**src/rtl/aes_ctr_pkg.sv**
```systemverilog
// Shared types and defaults for the AES-CTR scheduler and its keystream FIFO.
package aes_ctr_pkg;

    localparam int CTR_WIDTH_DEFAULT = 32;
    localparam int KS_DEPTH_DEFAULT  = 8;

    typedef logic [127:0] block_t;

    typedef enum logic [1:0] {
        IDLE  = 2'd0,
        RUN   = 2'd1,
        FLUSH = 2'd2
    } sched_state_e;

endpackage

```
**src/rtl/aes_ctr_scheduler_ks_fifo.sv**
```systemverilog
// Synchronous keystream FIFO with occupancy count and single-cycle flush.
module ks_fifo #(
    parameter int DEPTH = 8,
    parameter int WIDTH = 128
) (
    input  logic                         clk,
    input  logic                         rst,
    input  logic                         push,
    input  logic                         pop,
    input  logic                         flush,
    input  logic [WIDTH-1:0]             din,
    output logic [WIDTH-1:0]             dout,
    output logic [$clog2(DEPTH+1)-1:0]   count,
    output logic                         empty
);

    localparam int AW = $clog2(DEPTH);
    localparam int CW = $clog2(DEPTH + 1);
    localparam logic [CW-1:0] FULL_CNT = CW'(DEPTH);

    logic [WIDTH-1:0] mem [DEPTH];
    logic [AW-1:0]    wr_ptr;
    logic [AW-1:0]    rd_ptr;
    logic [CW-1:0]    cnt_q;
    logic             push_ok;
    logic             pop_ok;

    assign push_ok = push && (cnt_q != FULL_CNT);
    assign pop_ok  = pop && (cnt_q != '0);

    always_ff @(posedge clk) begin
        if (rst || flush) begin
            wr_ptr <= '0;
            rd_ptr <= '0;
            cnt_q  <= '0;
        end else begin
            if (push_ok) wr_ptr <= wr_ptr + AW'(1);
            if (pop_ok)  rd_ptr <= rd_ptr + AW'(1);
            case ({push_ok, pop_ok})
                2'b10:   cnt_q <= cnt_q + CW'(1);
                2'b01:   cnt_q <= cnt_q - CW'(1);
                default: cnt_q <= cnt_q;
            endcase
        end
    end

    // Storage carries no reset; occupancy alone defines what is valid.
    always_ff @(posedge clk) begin
        if (push_ok && !flush) mem[wr_ptr] <= din;
    end

    assign dout  = mem[rd_ptr];
    assign count = cnt_q;
    assign empty = (cnt_q == '0);

endmodule

```
**src/rtl/aes_ctr_scheduler.sv**
```systemverilog
// CTR-mode sequencer for a pipelined AES-256 core: counter issue under credit, keystream XOR.
// Optional macro CTR_WRAP_ERR_EN: stop issuing and flag ctr_err when the counter would wrap.
module aes_ctr_scheduler
    import aes_ctr_pkg::*;
#(
    parameter int DATA_WIDTH = 128,
    parameter int CTR_WIDTH  = CTR_WIDTH_DEFAULT,
    parameter int KS_DEPTH   = KS_DEPTH_DEFAULT
) (
    input  logic                  clk,
    input  logic                  rst,
    input  logic                  start,
    input  logic [DATA_WIDTH-1:0] iv,
    output logic                  busy,
    output logic                  done,
    output logic [DATA_WIDTH-1:0] core_tdata,
    output logic                  core_tvalid,
    input  logic                  core_tready,
    input  logic [DATA_WIDTH-1:0] ks_tdata,
    input  logic                  ks_tvalid,
    input  logic [DATA_WIDTH-1:0] s_axis_tdata,
    input  logic                  s_axis_tvalid,
    input  logic                  s_axis_tlast,
    output logic                  s_axis_tready,
    output logic [DATA_WIDTH-1:0] m_axis_tdata,
    output logic                  m_axis_tvalid,
    output logic                  m_axis_tlast,
    input  logic                  m_axis_tready,
    output logic                  ctr_err
);

    if (DATA_WIDTH != 128) begin : g_bad_width
        $error("aes_ctr_scheduler: DATA_WIDTH must be 128");
    end
    if ((KS_DEPTH < 2) || ((KS_DEPTH & (KS_DEPTH - 1)) != 0)) begin : g_bad_depth
        $error("aes_ctr_scheduler: KS_DEPTH must be a power of 2 and >= 2");
    end

    localparam int CNT_W = $clog2(KS_DEPTH + 1);
    localparam logic [CNT_W:0] CREDIT_MAX = (CNT_W + 1)'(KS_DEPTH);

    function automatic block_t next_ctr(input block_t c);
        block_t n;
        n = c;
        n[CTR_WIDTH-1:0] = c[CTR_WIDTH-1:0] + CTR_WIDTH'(1);
        return n;
    endfunction

    sched_state_e     state_q;
    sched_state_e     state_next;
    block_t           ctr_q;
    logic             core_vld_q;
    logic [CNT_W-1:0] inflight_q;
    logic [CNT_W-1:0] inflight_next;
    logic [CNT_W-1:0] fifo_count;
    logic [CNT_W-1:0] fifo_next;
    logic [CNT_W:0]   reserved_next;
    logic             fifo_empty;
    logic             fifo_flush;
    block_t           ks_head;
    logic             core_hs;
    logic             ks_push;
    logic             s_hs;
    logic             m_free;
    logic             issue_next;
    logic             err_next;
    logic             done_q;
    block_t           ct_p1;
    logic             vld_p1;
    logic             last_p1;

    assign m_free        = !vld_p1 || m_axis_tready;
    assign s_axis_tready = (state_q == RUN) && !fifo_empty && m_free;
    assign s_hs          = s_axis_tready && s_axis_tvalid;
    assign core_hs       = core_vld_q && core_tready;
    assign ks_push       = ks_tvalid && (inflight_q != '0);
    assign fifo_flush    = (state_q == FLUSH) && (state_next == IDLE);

    always_comb begin
        state_next = state_q;
        case (state_q)
            IDLE:    if (start) state_next = RUN;
            RUN:     if (s_hs && s_axis_tlast) state_next = FLUSH;
            FLUSH:   if ((inflight_q == '0) && !core_vld_q && m_free) state_next = IDLE;
            default: state_next = IDLE;
        endcase
    end

    // Credit accounting looks one cycle ahead so a new request is raised only
    // when the block it carries is already guaranteed a FIFO slot.
    always_comb begin
        inflight_next = inflight_q;
        if (core_hs && !ks_push)      inflight_next = inflight_q + CNT_W'(1);
        else if (!core_hs && ks_push) inflight_next = inflight_q - CNT_W'(1);
        fifo_next = fifo_count;
        if (ks_push && !s_hs)         fifo_next = fifo_count + CNT_W'(1);
        else if (!ks_push && s_hs)    fifo_next = fifo_count - CNT_W'(1);
        reserved_next = {1'b0, inflight_next} + {1'b0, fifo_next};
        issue_next    = (state_next == RUN) && !err_next && (reserved_next < CREDIT_MAX);
    end

`ifdef CTR_WRAP_ERR_EN
    logic err_q;
    logic wrap_hit;

    assign wrap_hit = core_hs && (&ctr_q[CTR_WIDTH-1:0]);
    assign err_next = err_q || wrap_hit;
    assign ctr_err  = err_q;

    always_ff @(posedge clk) begin
        if (rst) err_q <= 1'b0;
        else     err_q <= err_next;
    end
`else
    assign err_next = 1'b0;
    assign ctr_err  = 1'b0;
`endif

    // Counter / issue stage: request is held with stable data until accepted.
    always_ff @(posedge clk) begin
        if (rst) begin
            state_q    <= IDLE;
            ctr_q      <= '0;
            core_vld_q <= 1'b0;
            inflight_q <= '0;
            done_q     <= 1'b0;
        end else begin
            state_q    <= state_next;
            inflight_q <= inflight_next;
            done_q     <= fifo_flush;
            if ((state_q == IDLE) && start) ctr_q <= iv;
            else if (core_hs)               ctr_q <= next_ctr(ctr_q);
            if (!core_vld_q || core_tready) core_vld_q <= issue_next;
        end
    end

    ks_fifo #(
        .DEPTH (KS_DEPTH),
        .WIDTH (DATA_WIDTH)
    ) u_ks_fifo (
        .clk   (clk),
        .rst   (rst),
        .push  (ks_push),
        .pop   (s_hs),
        .flush (fifo_flush),
        .din   (ks_tdata),
        .dout  (ks_head),
        .count (fifo_count),
        .empty (fifo_empty)
    );

    // p1: ciphertext output register, one cycle after the plaintext handshake.
    always_ff @(posedge clk) begin
        if (rst) begin
            ct_p1   <= '0;
            vld_p1  <= 1'b0;
            last_p1 <= 1'b0;
        end else if (s_hs) begin
            ct_p1   <= s_axis_tdata ^ ks_head;
            vld_p1  <= 1'b1;
            last_p1 <= s_axis_tlast;
        end else if (m_axis_tready) begin
            vld_p1  <= 1'b0;
        end
    end

    always_ff @(posedge clk) begin
        if (!rst && ks_tvalid) begin
            assert (inflight_q != '0)
                else $error("aes_ctr_scheduler: keystream returned with nothing in flight");
        end
    end

    assign busy          = (state_q != IDLE);
    assign done          = done_q;
    assign core_tdata    = ctr_q;
    assign core_tvalid   = core_vld_q;
    assign m_axis_tdata  = ct_p1;
    assign m_axis_tvalid = vld_p1;
    assign m_axis_tlast  = last_p1;

endmodule

```
**config.mk**
```make
export PLATFORM = sky130hd
export DESIGN_NAME = aes_ctr_scheduler
export DESIGN_NICKNAME = d
export VERILOG_FILES = /design/src/rtl/aes_ctr_pkg.sv /design/src/rtl/aes_ctr_scheduler_ks_fifo.sv /design/src/rtl/aes_ctr_scheduler.sv
export SDC_FILE = /design/constraint.sdc
export NUM_CORES = 1
export LEC_CHECK = 0
export ABC_AREA = 1
export CAP_MARGIN = 0
export CELL_PAD_IN_SITES_DETAIL_PLACEMENT = 0
export CELL_PAD_IN_SITES_GLOBAL_PLACEMENT = 1
export CORE_UTILIZATION = 30
export DETAILED_ROUTE_END_ITERATION = 10
export DONT_BUFFER_PORTS = 1
export GPL_TIMING_DRIVEN = 0
export MAX_ROUTING_LAYER = met4
export PLACE_DENSITY = 0.54
export SYNTH_ARGS = -nofsm -noshare
export SYNTH_HDL_FRONTEND = slang
export SYNTH_SLANG_ARGS = --single-unit
```
**constraint.sdc**
```tcl
create_clock -name clk -period 12 [get_ports clk]
set_input_delay 1.2 -clock clk [delete_from_list [all_inputs] [get_ports clk]]
set_output_delay 1.2 -clock clk [all_outputs]
set_load 0.02 [all_outputs]
```
; After elaboration in Yosys (flattened, before gate mapping)
; Memory sizes are Yosys's and may differ from the RTL's. A register that Yosys moved wholly into a read port is not among the register bits.
; Index checks and enable logic that the tools add are counted.
; W data, S select, Z words.
[classes]
addsub = 8
n_lt_le_gt_ge = 1
n_eq_ne = 6
muxes = 17
bitwise_logic = 1
n_reduce_logical = 38
[ops]
columns = operator, count
row1 = $mux W128, 1
row2 = $xor A128 B128 Y128, 1
row3 = $add A32 B1 Y32 const B, 1
row4 = $mux W32, 1
row5 = $logic_and A1 B1 Y1, 18
row6 = $mux W4, 4
row7 = $add A4 B1 Y4 const B, 2
row8 = $logic_not A4 Y1, 2
row9 = $pmux W4 S2, 1
row10 = $reduce_bool A2 Y1, 4
row11 = $reduce_bool A4 Y1, 2
row12 = $sub A4 B1 Y4 const B, 2
row13 = $logic_not A1 Y1, 7
row14 = $add A3 B1 Y3 const B, 2
row15 = $eq A2 B1 Y1 const B, 3
row16 = $mux W2, 3
row17 = $mux W3, 2
row18 = $pmux W2 S3, 1
row19 = $add A4 B4 Y5, 1
row20 = $lt A5 B4 Y1 const B, 1
row21 = $eq A2 B2 Y1 const B, 2
row22 = $logic_not A2 Y1, 2
row23 = $mux W1, 4
row24 = $ne A4 B4 Y1 const B, 1
row25 = $logic_or A1 B1 Y1, 3
[word_totals]
regBits = 276
mem_bits_rw = 1024
in_bits = 392
output_inout_bits = 263
elab_cells = 84
mem_count = 1
[memory_table]
columns = memory, depth, word_bits, rd, rd_ports_with_merged_regs, wr, line_no
row1 = u_ks_fifo.mem, 8, 128, 1, 1, 1, aes_ctr_scheduler_ks_fifo.sv:21  ; logic [WIDTH-1:0] mem [DEPTH];

; Logic depth before layout (Yosys ltp)
; Gate-level depths: netlist (run 1).
[depth]
ltp_word = 14
depth_mapped = 15
ltp_nobuf = 15

; By module
; Synthesis (run 1) repeated with hierarchy kept, for this count alone.
[unflattened]
cells_unflattened = 4497
area_unflattened_um2 = 52227.6
[modules_own_cells]
columns = module, n_inst, cells_each, area_each_um2, seq_area_each_um2
row1 = ks_fifo, 1, 2994, 40308.7, 31009.7
row2 = aes_ctr_scheduler, 1, 1503, 11918.9, 5325.1

; Worst setup path before layout (run 1)
; No wires, ideal clock.
[synth_path]
kind = input -> register
from = in ks_tvalid
to = mem u_ks_fifo.mem[0][0] (enable)
setup_time_ns = 0.617
arrival_ns = 7.137
required_time_ns = 11.383
setup_slack_ns = 4.246
stages = 5
path_buffers = 0
cell_sequence = nand2_1 -> inv_1 -> o21ai_1 -> or2_2 -> nor2_1
[synth_between]
elab_chain_len = 5
[synth_lines]
columns = item, line_no
row1 = from (decl), aes_ctr_scheduler.sv:20  ; input logic ks_tvalid,
row2 = $logic_and A1 B1 Y1, aes_ctr_scheduler.sv:76  ; assign ks_push = ks_tvalid && (inflight_q != '0);
row3 = $logic_and A1 B1 Y1, aes_ctr_scheduler_ks_fifo.sv:28  ; assign push_ok = push && (cnt_q != FULL_CNT);
row4 = $logic_and A1 B1 Y1, aes_ctr_scheduler_ks_fifo.sv:49  ; if (push_ok && !flush) mem[wr_ptr] <= din;
row5 = $mux W1, aes_ctr_scheduler_ks_fifo.sv:49
row6 = $mux W1 (implied by the code), aes_ctr_scheduler_ks_fifo.sv:49
row7 = to (decl), aes_ctr_scheduler_ks_fifo.sv:21
; No other way between the ends.

; Final worst setup path (run 1)
[layout_path]
from = reg u_ks_fifo.cnt_q[0], in the netlist u_ks_fifo.count[0]
to = out s_axis_tready
[layout_between]
elab_chain_len = 4
[layout_lines]
columns = item, line_no
row1 = from (decl), aes_ctr_scheduler_ks_fifo.sv:24  ; logic [CW-1:0] cnt_q;
row2 = from (signal assigned), aes_ctr_scheduler_ks_fifo.sv:40  ; 2'b10: cnt_q <= cnt_q + CW'(1);
row3 = from (signal assigned), aes_ctr_scheduler_ks_fifo.sv:41  ; 2'b01: cnt_q <= cnt_q - CW'(1);
row4 = from (signal assigned), aes_ctr_scheduler_ks_fifo.sv:42  ; default: cnt_q <= cnt_q;
row5 = $logic_not A4 Y1, aes_ctr_scheduler_ks_fifo.sv:54  ; assign empty = (cnt_q == '0);
row6 = $logic_not A1 Y1, aes_ctr_scheduler.sv:73  ; assign s_axis_tready = (state_q == RUN) && !fifo_empty && m_free;
row7 = $logic_and A1 B1 Y1 (2 in series), aes_ctr_scheduler.sv:73
row8 = to (decl), aes_ctr_scheduler.sv:24  ; output logic s_axis_tready,
; No other way between the ends.

==> flow_metrics.py, run 1 <==
metrics = {
    "timing": {
        "period_minus_slack_ns": 3.49,
        "timing.final.ws_setup_ns": 8.51,
        "worstMarginPinSlew_ns": 1.37,
        "grt_setup_unrepaired": "no",
        "drv_slew": 0,
        "relSlewSlack_pct": 8.49,
        "finalHoldViolations": 0,
        "setup_tns_ns": 0,
        "max_freq_mhz": 287,
        "setup_viol": 0,
        "whs_ns": 0.478,
        "skew_ns": 0.0379,
        "min_period_over_period_pct": 29.1,
    },
    "synth": {
        "synth.area.top_cells": "edfxtp_1 (58%), dfxtp_1 (11%), nor2_1 (6.4%)",
        "async_flop_share_pct": 0,
        "ys_seq_elements": 1303,
        "synth_edf_count": 1024,
        "synth_top_area_cell": "edfxtp_1",
        "syn_inst": 4710,
        "synth_ff_type": "edfxtp_1",
        "synth_area_sq_um": 52600,
        "syn_avg_cell_area_sq_um": 11.2,
        "yosysSeqAreaShare_pct": 69.0,
        "synth_top_area_share_pct": 58.4,
        "yosys_warnings": 0,
        "syn_nets": 5113,
        "synth_cell_types": 41,
    },
    "global_routing": {
        "overflow": 0,
        "grt_pass1_vias": 34518,
        "grt_max_degree": 26,
        "antenna_found_initial": 27,
        "grt_pass1_wl_mm": 264,
        "grt_usage_pct": 21.9,
    },
    "floorplan": {
        "initial_core_util_pct": 30.2,
        "die_area_sq_um": 177000,
        "die_x_microns": 421,
        "die_h_microns": 421,
        "placementRows": 153,
        "num_io_pins": 655,
        "core_area_sq_um": 174000,
    },
    "final_layout": {
        "syn_to_final_growth_pct": 17.3,
        "num-nets-final": 5319,
        "fin_util_pct": 35.5,
        "drive_gt1_share_pct": 8.16,
    },
    "setup_path": {
        "reg2reg_from": "inflight_q[0]$_SDFF_PP0_",
        "crit_type": "flip-flop to output pin",
        "cp.required_ns": 10.80,
        "crit_path_end_kind": "output pin",
        "crit_path_start_kind": "flip-flop",
        "path_max_fanout": 6,
        "cp.arrival_ns": 2.29,
        "critical_path.startpoint": "u_ks_fifo.count[0]$_SDFFE_PP0P_",
    },
    "power": {
        "powerDensity_nw_per_um2": 201,
        "leakagePower_nw": 22.0,
        "ir_worst_vdd_mv": 0.120,
    },
    "clocking": {
        "clock_latency_ns": 0.81,
        "cts_tree": "done",
        "cts.sinks": 1303,
        "post-cts-setup-buffers": 0,
        "cts.path.max_buffers": 3,
        "htreeDepth": 4,
        "cts_buffers": 153,
        "cts-hold-fix-buffers": 0,
        "postCtsResizedCells": 0,
        "clkTransAtPathRegs_ns": 0.06,
        "cts_root_buf": "clkbuf_16",
    },
    "detailed_routing": {
        "via_per_inst": 4.82,
        "drt_iter0_markers": 2650,
        "wl_per_cell_microns": 26.0,
        "vias": 35623,
        "drtAntennaViolNets": 0,
        "first_pass_iters": 5,
        "drc": 0,
        "drt-total-wl_mm": 192,
    },
    "run": {
        "cap_violations": 0,
    },
    "placed_design": {
        "gp_congestion": 0.823,
        "dp_slack_ns": 7.82,
        "hpwl_mm": 136,
        "port_buffers": 0,
    },
    "hold_path": {
        "worstHoldStart": "ks_tdata[85]",
        "min_path_type": "input port to flip-flop",
    },
    "outcome": {
        "status": "complete, no violations",
    },
}
==> cell type report <==
type | instances | area, sq um
fill | 17341 | 112000
sequential | 1303 | 36300
multi-input combinational | 2917 | 14100
clock buffer | 234 | 4360
tap | 2325 | 2910
buffer | 286 | 1470
timing repair buffer | 51 | 1120
inverter | 204 | 768
clock inverter | 53 | 587
antenna | 17 | 42.5
==> cell usage after synthesis, drive strengths merged, types with 3 or more instances <==
library cell  count
a211oi            7
edfxtp         1024
xnor2            45
nand3b            4
a311oi            3
o211ai          164
o21ai           613
clkbuf          140
xor2             65
a221oi            4
or2               6
inv             201
dfxtp           279
buf             146
nor3             23
a31oi             7
a21oi            63
o21bai           70
o21a             58
nor4              4
ha               11
nor2            899
nand4             7
clkinv            3
nand3           260
nand2           599
==> layout by cell type, fill, tap and decap left out, types with 63 or more instances in the layout <==
cell type,count
edfxtp_1,1024
nor2_1,889
nand2_1,598
o21ai_0,583
dfxtp_1,279
nand3_1,260
inv_1,195
clkbuf_1,194
o211ai_1,164
clkbuf_16,154
buf_2,74
o21bai_1,70
xor2_1,65
a21oi_1,63
==> registers in the layout, summed over array words and instances (netlist names), named ones only <==
| signal | count |
|---|---|
| m_axis_tdata | 128 |
| core_tvalid | 1 |
| u_ks_fifo.count | 4 |
| u_ks_fifo.rd_ptr | 3 |
| done | 1 |
| core_tdata | 128 |
| m_axis_tvalid | 1 |
| inflight_q | 4 |
| m_axis_tlast | 1 |
| u_ks_fifo.wr_ptr | 3 |
| u_ks_fifo.mem | 1024 |
| state_q | 2 |
==> per-layer routing <==
metal,up-vias,routed length (microns),track usage (%)
met5,-,0,-
met4,0,4000,5.95
met3,232,13800,5.37
met2,1078,97600,37.9
met1,17432,77100,25.2
li1,16881,-,-
==> worst max-delay path, stage by stage (launching register included) <==
cell,delay (ns)
dfxtp_1,0.45
inv_1,0.12
ha_1,0.25
nand2_1,0.10
nor2_1,0.05
nor2_1,0.51
==> worst paths after layout <==
kind                                    endpoint  slack (ns)  depth (start not counted)
setup / recovery                   s_axis_tready        8.51                          5
hold / removal    u_ks_fifo.mem[4][85]$_DFFE_PP_        0.48                          0
setup reg to reg  u_ks_fifo.mem[0][57]$_DFFE_PP_        8.60                         11
hold reg to reg                        flip-flop        0.50                          2
==> logic make-up (layout without fill, tap and decap cells) <==
kind of cell / after synthesis / count (layout) / synth area share [%]
AOI/OAI and AO/OA: 991 / 991 / 10.9
xor gates and xnor gates: 110 / 110 / 1.83
adders and majority gates: 11 / 11 / 0.262
buffers and inverters: 490 / 828 / 4.24
DFF: 1303 / 1303 / 69.0
muxes: 1 / 1 / 0.0214
other: 1 / 18 / 0.00713
and+or+nand+nor: 1803 / 1803 / 13.7
==> metrics by stage <==
step	std cells	total power, mW	cell area [sq um]
after CTS	7373	12.6	61700
after detailed placement	7086	7.97	56700
after floorplan	4710	7.05	52600
final	7390	12.4	61700
after global routing	7386	13.0	61700
after global placement	7035	7.98	55500
==> where the power goes <==
part           internal, mW  total (mW)  leakage (nW)  switching [mW]
Clock                  2.63        4.59          2.39            1.96
Sequential             5.31        5.64          11.5           0.329
Combinational         0.673        2.18          8.04            1.50
Power figures use the tool's default switching activity.
==> run 2: changes to the inputs <==
--- a/config.mk
+++ b/config.mk
@@ -5,7 +5,7 @@
 export SDC_FILE = /design/constraint.sdc
 export NUM_CORES = 1
 export LEC_CHECK = 0
-export ABC_AREA = 1
+export ABC_AREA = 0
 export CAP_MARGIN = 0
 export CELL_PAD_IN_SITES_DETAIL_PLACEMENT = 0
 export CELL_PAD_IN_SITES_GLOBAL_PLACEMENT = 1
@@ -14,7 +14,7 @@
 export DONT_BUFFER_PORTS = 1
 export GPL_TIMING_DRIVEN = 0
 export MAX_ROUTING_LAYER = met4
-export PLACE_DENSITY = 0.54
+export PLACE_DENSITY = 0.51
 export SYNTH_ARGS = -nofsm -noshare
 export SYNTH_HDL_FRONTEND = slang
 export SYNTH_SLANG_ARGS = --single-unit
==> constraint.sdc (replaced) <==
create_clock -name clk -period 3.45 [get_ports clk]
set_input_delay 0.345 -clock clk [delete_from_list [all_inputs] [get_ports clk]]
set_output_delay 0.345 -clock clk [all_outputs]
set_load 0.02 [all_outputs]
==> run 2 against run 1 <==
Non-clock buffer count rose by 299; critical endpoint is now u_ks_fifo.mem[2][82]$_DFFE_PP_; critical path depth rose by 5; sequential power rose to 3.3 times the previous value; clock skew fell by 0.0043 ns; cell count fell by 23%; flip-flop and latch count did not move.
==> flow_metrics.py, run 2 <==
metrics = {
    "global_routing": {
        "grt_pass1_vias": 28710,
        "grt_max_degree": 22,
        "antenna_found_initial": 42,
        "overflow": 0,
        "grt_pass1_wl_mm": 206,
        "grt_usage_pct": 17.6,
    },
    "detailed_routing": {
        "drtAntennaViolNets": 0,
        "via_per_inst": 4.84,
        "first_pass_iters": 7,
        "wl_per_cell_microns": 25.5,
        "drc": 0,
        "drt_iter0_markers": 1739,
        "drt-total-wl_mm": 145,
        "vias": 27481,
    },
    "timing": {
        "min_period_over_period_pct": 94.3,
        "setup_tns_ns": 0,
        "skew_ns": 0.0336,
        "finalHoldViolations": 0,
        "grt_setup_unrepaired": "no",
        "max_freq_mhz": 308,
        "timing.final.ws_setup_ns": 0.198,
        "drv_slew": 0,
        "setup_viol": 0,
        "worstMarginPinSlew_ns": 1.24,
        "period_minus_slack_ns": 3.25,
        "relSlewSlack_pct": 17.1,
    },
    "outcome": {
        "status": "complete, no violations",
    },
    "power": {
        "ir_worst_vdd_mv": 0.470,
        "leakagePower_nw": 20.1,
        "power_mw": 39.6,
        "netSwitchingFraction_pct": 24.9,
        "clock_power_share_pct": 40.7,
        "powerDensity_nw_per_um2": 623,
        "comb_power_share_pct": 12.1,
        "seqPwrFrac_pct": 47.2,
        "p_int_mw": 29.7,
        "p_switching_mw": 9.86,
    },
    "synth": {
        "yosysSeqAreaShare_pct": 73.0,
        "synthTopCellsByCount": "edfxtp_1 (1024), dfxtp_1 (279), mux4_2 (256), nand2_1 (204), xnor2_1 (138)",
        "async_flop_share_pct": 0,
        "synth_top_area_cell": "edfxtp_1",
        "synth_ff_type": "edfxtp_1",
        "synth_edf_count": 1024,
        "synth.most_common_cell": "edfxtp_1",
        "syn_nets": 3096,
        "synth_top_area_share_pct": 61.8,
        "synth_area_sq_um": 49800,
        "syn_avg_cell_area_sq_um": 18.5,
        "syn_inst": 2693,
        "yosys_warnings": 0,
        "ys_seq_elements": 1303,
        "synth_cell_types": 65,
        "synth.area.top_cells": "edfxtp_1 (62%), mux4_2 (12%), dfxtp_1 (11%)",
    },
    "final_layout": {
        "multi_input_area_sq_um": 12600,
        "fin_util_pct": 38.5,
        "finalNonFillerCells": 5675,
        "seq_area_sq_um": 36300,
        "final_common_cell": "edfxtp_1",
        "syn_to_final_growth_pct": 27.6,
        "largest_register": "u_ks_fifo.mem",
        "num-nets-final": 3727,
        "drive_gt1_share_pct": 19.4,
        "largest_register_ffs": 1024,
        "fill_cells": 15031,
        "final_cell_mix": "edfxtp_1 (1024), dlygate4sd3_1 (394), dfxtp_1 (275)",
    },
    "setup_path": {
        "cp.required_ns": 3.93,
        "slowest_stage": "nor3_4",
        "crit_type": "flip-flop to flip-flop",
        "crit_path_end_kind": "flip-flop",
        "max_stage_delay_ns": 0.70,
        "path_max_fanout": 12,
        "cp.arrival_ns": 3.74,
        "crit_path_start_kind": "flip-flop",
        "crit_chain": "inv_2 > ha_4 > nor3b_1 > nor2_1 > nand3_1 > nor3_4 > buf_8 > buf_16 > buf_8 > buf_16",
    },
    "clocking": {
        "cts.sinks": 1303,
        "cts.path.max_buffers": 3,
        "clkTransAtPathRegs_ns": 0.06,
        "cts_tree": "done",
        "htreeDepth": 4,
        "cts_root_buf": "clkbuf_16",
        "post-cts-setup-buffers": 0,
        "clock_latency_ns": 0.78,
        "cts_buffers": 148,
    },
    "placed_design": {
        "dp_slack_ns": -0.438,
        "hpwl_mm": 100,
        "placed_cells": 4969,
        "port_buffers": 0,
        "gp_congestion": 0.907,
    },
    "floorplan": {
        "die_area_sq_um": 167000,
        "die_h_microns": 409,
        "num_io_pins": 655,
        "core_area_sq_um": 165000,
        "die_x_microns": 409,
        "placementRows": 149,
        "initial_core_util_pct": 30.2,
    },
    "hold_path": {
        "min_path_type": "input port to flip-flop",
    },
    "run": {
        "cap_violations": 0,
    },
}
-- run 2: final cells by class --
cell class	instances	share of cell area, %
Sequential cell	1303	57.2
Multi-Input combinational cell	1224	19.9
Timing Repair Buffer	481	9.00
Clock buffer	205	6.69
Tap cell	2189	4.31
Buffer	155	1.39
Clock inverter	72	1.27
Antenna cell	35	0.138
Inverter	11	0.0650
-- run 2: final timing paths --
check | start | to | slack, ns | cells past startpoint
setup reg to reg | inflight_q[1]$_SDFF_PP0_ | u_ks_fifo.mem[2][82]$_DFFE_PP_ | 0.20 | 10
hold / removal | rst | inflight_q[2]$_SDFF_PP0_ | 0.07 | 3
hold reg to reg | u_ks_fifo.rd_ptr[1]$_SDFFE_PP0P_ | u_ks_fifo.rd_ptr[1]$_SDFFE_PP0P_ | 0.50 | 2
setup / recovery | inflight_q[1]$_SDFF_PP0_ | u_ks_fifo.mem[2][82]$_DFFE_PP_ | 0.20 | 10
-- run 2: critical path, delay by kind of cell (launching register included) --
family                     cells  cell delay, ns
and+or+nand+nor                4            1.57
buffers and inverters          5            0.81
DFF                            1            0.37
adders and majority gates      1            0.16
-- run 2: cell families (layout without fill, tap and decap cells) --
kind of cell | after synthesis | count (layout) | synth area share (%)
simple gates | 370 | 370 | 3.56
flops | 1303 | 1303 | 73.0
buf+inv | 166 | 924 | 1.82
compound gates | 301 | 301 | 4.35
mux | 390 | 390 | 14.3
xor+xnor | 150 | 150 | 2.64
fa+ha+maj | 12 | 12 | 0.297
other cells | 1 | 36 | 0.00754
-- run 2: power by group through the flow --
stage	combinational, mW	clock (mW)	sequential, mW
final	4.79	16.1	18.7
after detailed placement	4.36	0	19.0
after floorplan	2.66	0	18.9
after global routing	5.18	17.2	18.8
after global placement	3.15	0	18.8
after CTS	4.92	16.5	18.7
-- run 2: metal layers --
| layer | vias to the layer above | track usage (%) | share of wire, % |
|---|---|---|---|
| met3 | 191 | 4.17 | 6.1 |
| met1 | 14332 | 21.4 | 41 |
| met4 | 0 | 4.37 | 2.0 |
| met5 | - | - | 0 |
| li1 | 12075 | - | - |
| met2 | 883 | 29.4 | 50 |
-- run 2: timing repair --
item	4_1_cts	5_1_grt
hold buffers	394	0
setup endpoints to repair	50	0
resized for setup	2	0
endpoints found under the hold margin	1290	0
-- run 2: through the flow --
step           hold WS, ns  instance area (sq um)
5_1_grt             0.0606                  63500
3_3_place_gp         0.444                  52600
4_1_cts             0.0148                  63400
3_5_place_dp         0.444                  54400
2_1_floorplan        0.444                  49900
6_report            0.0686                  63500
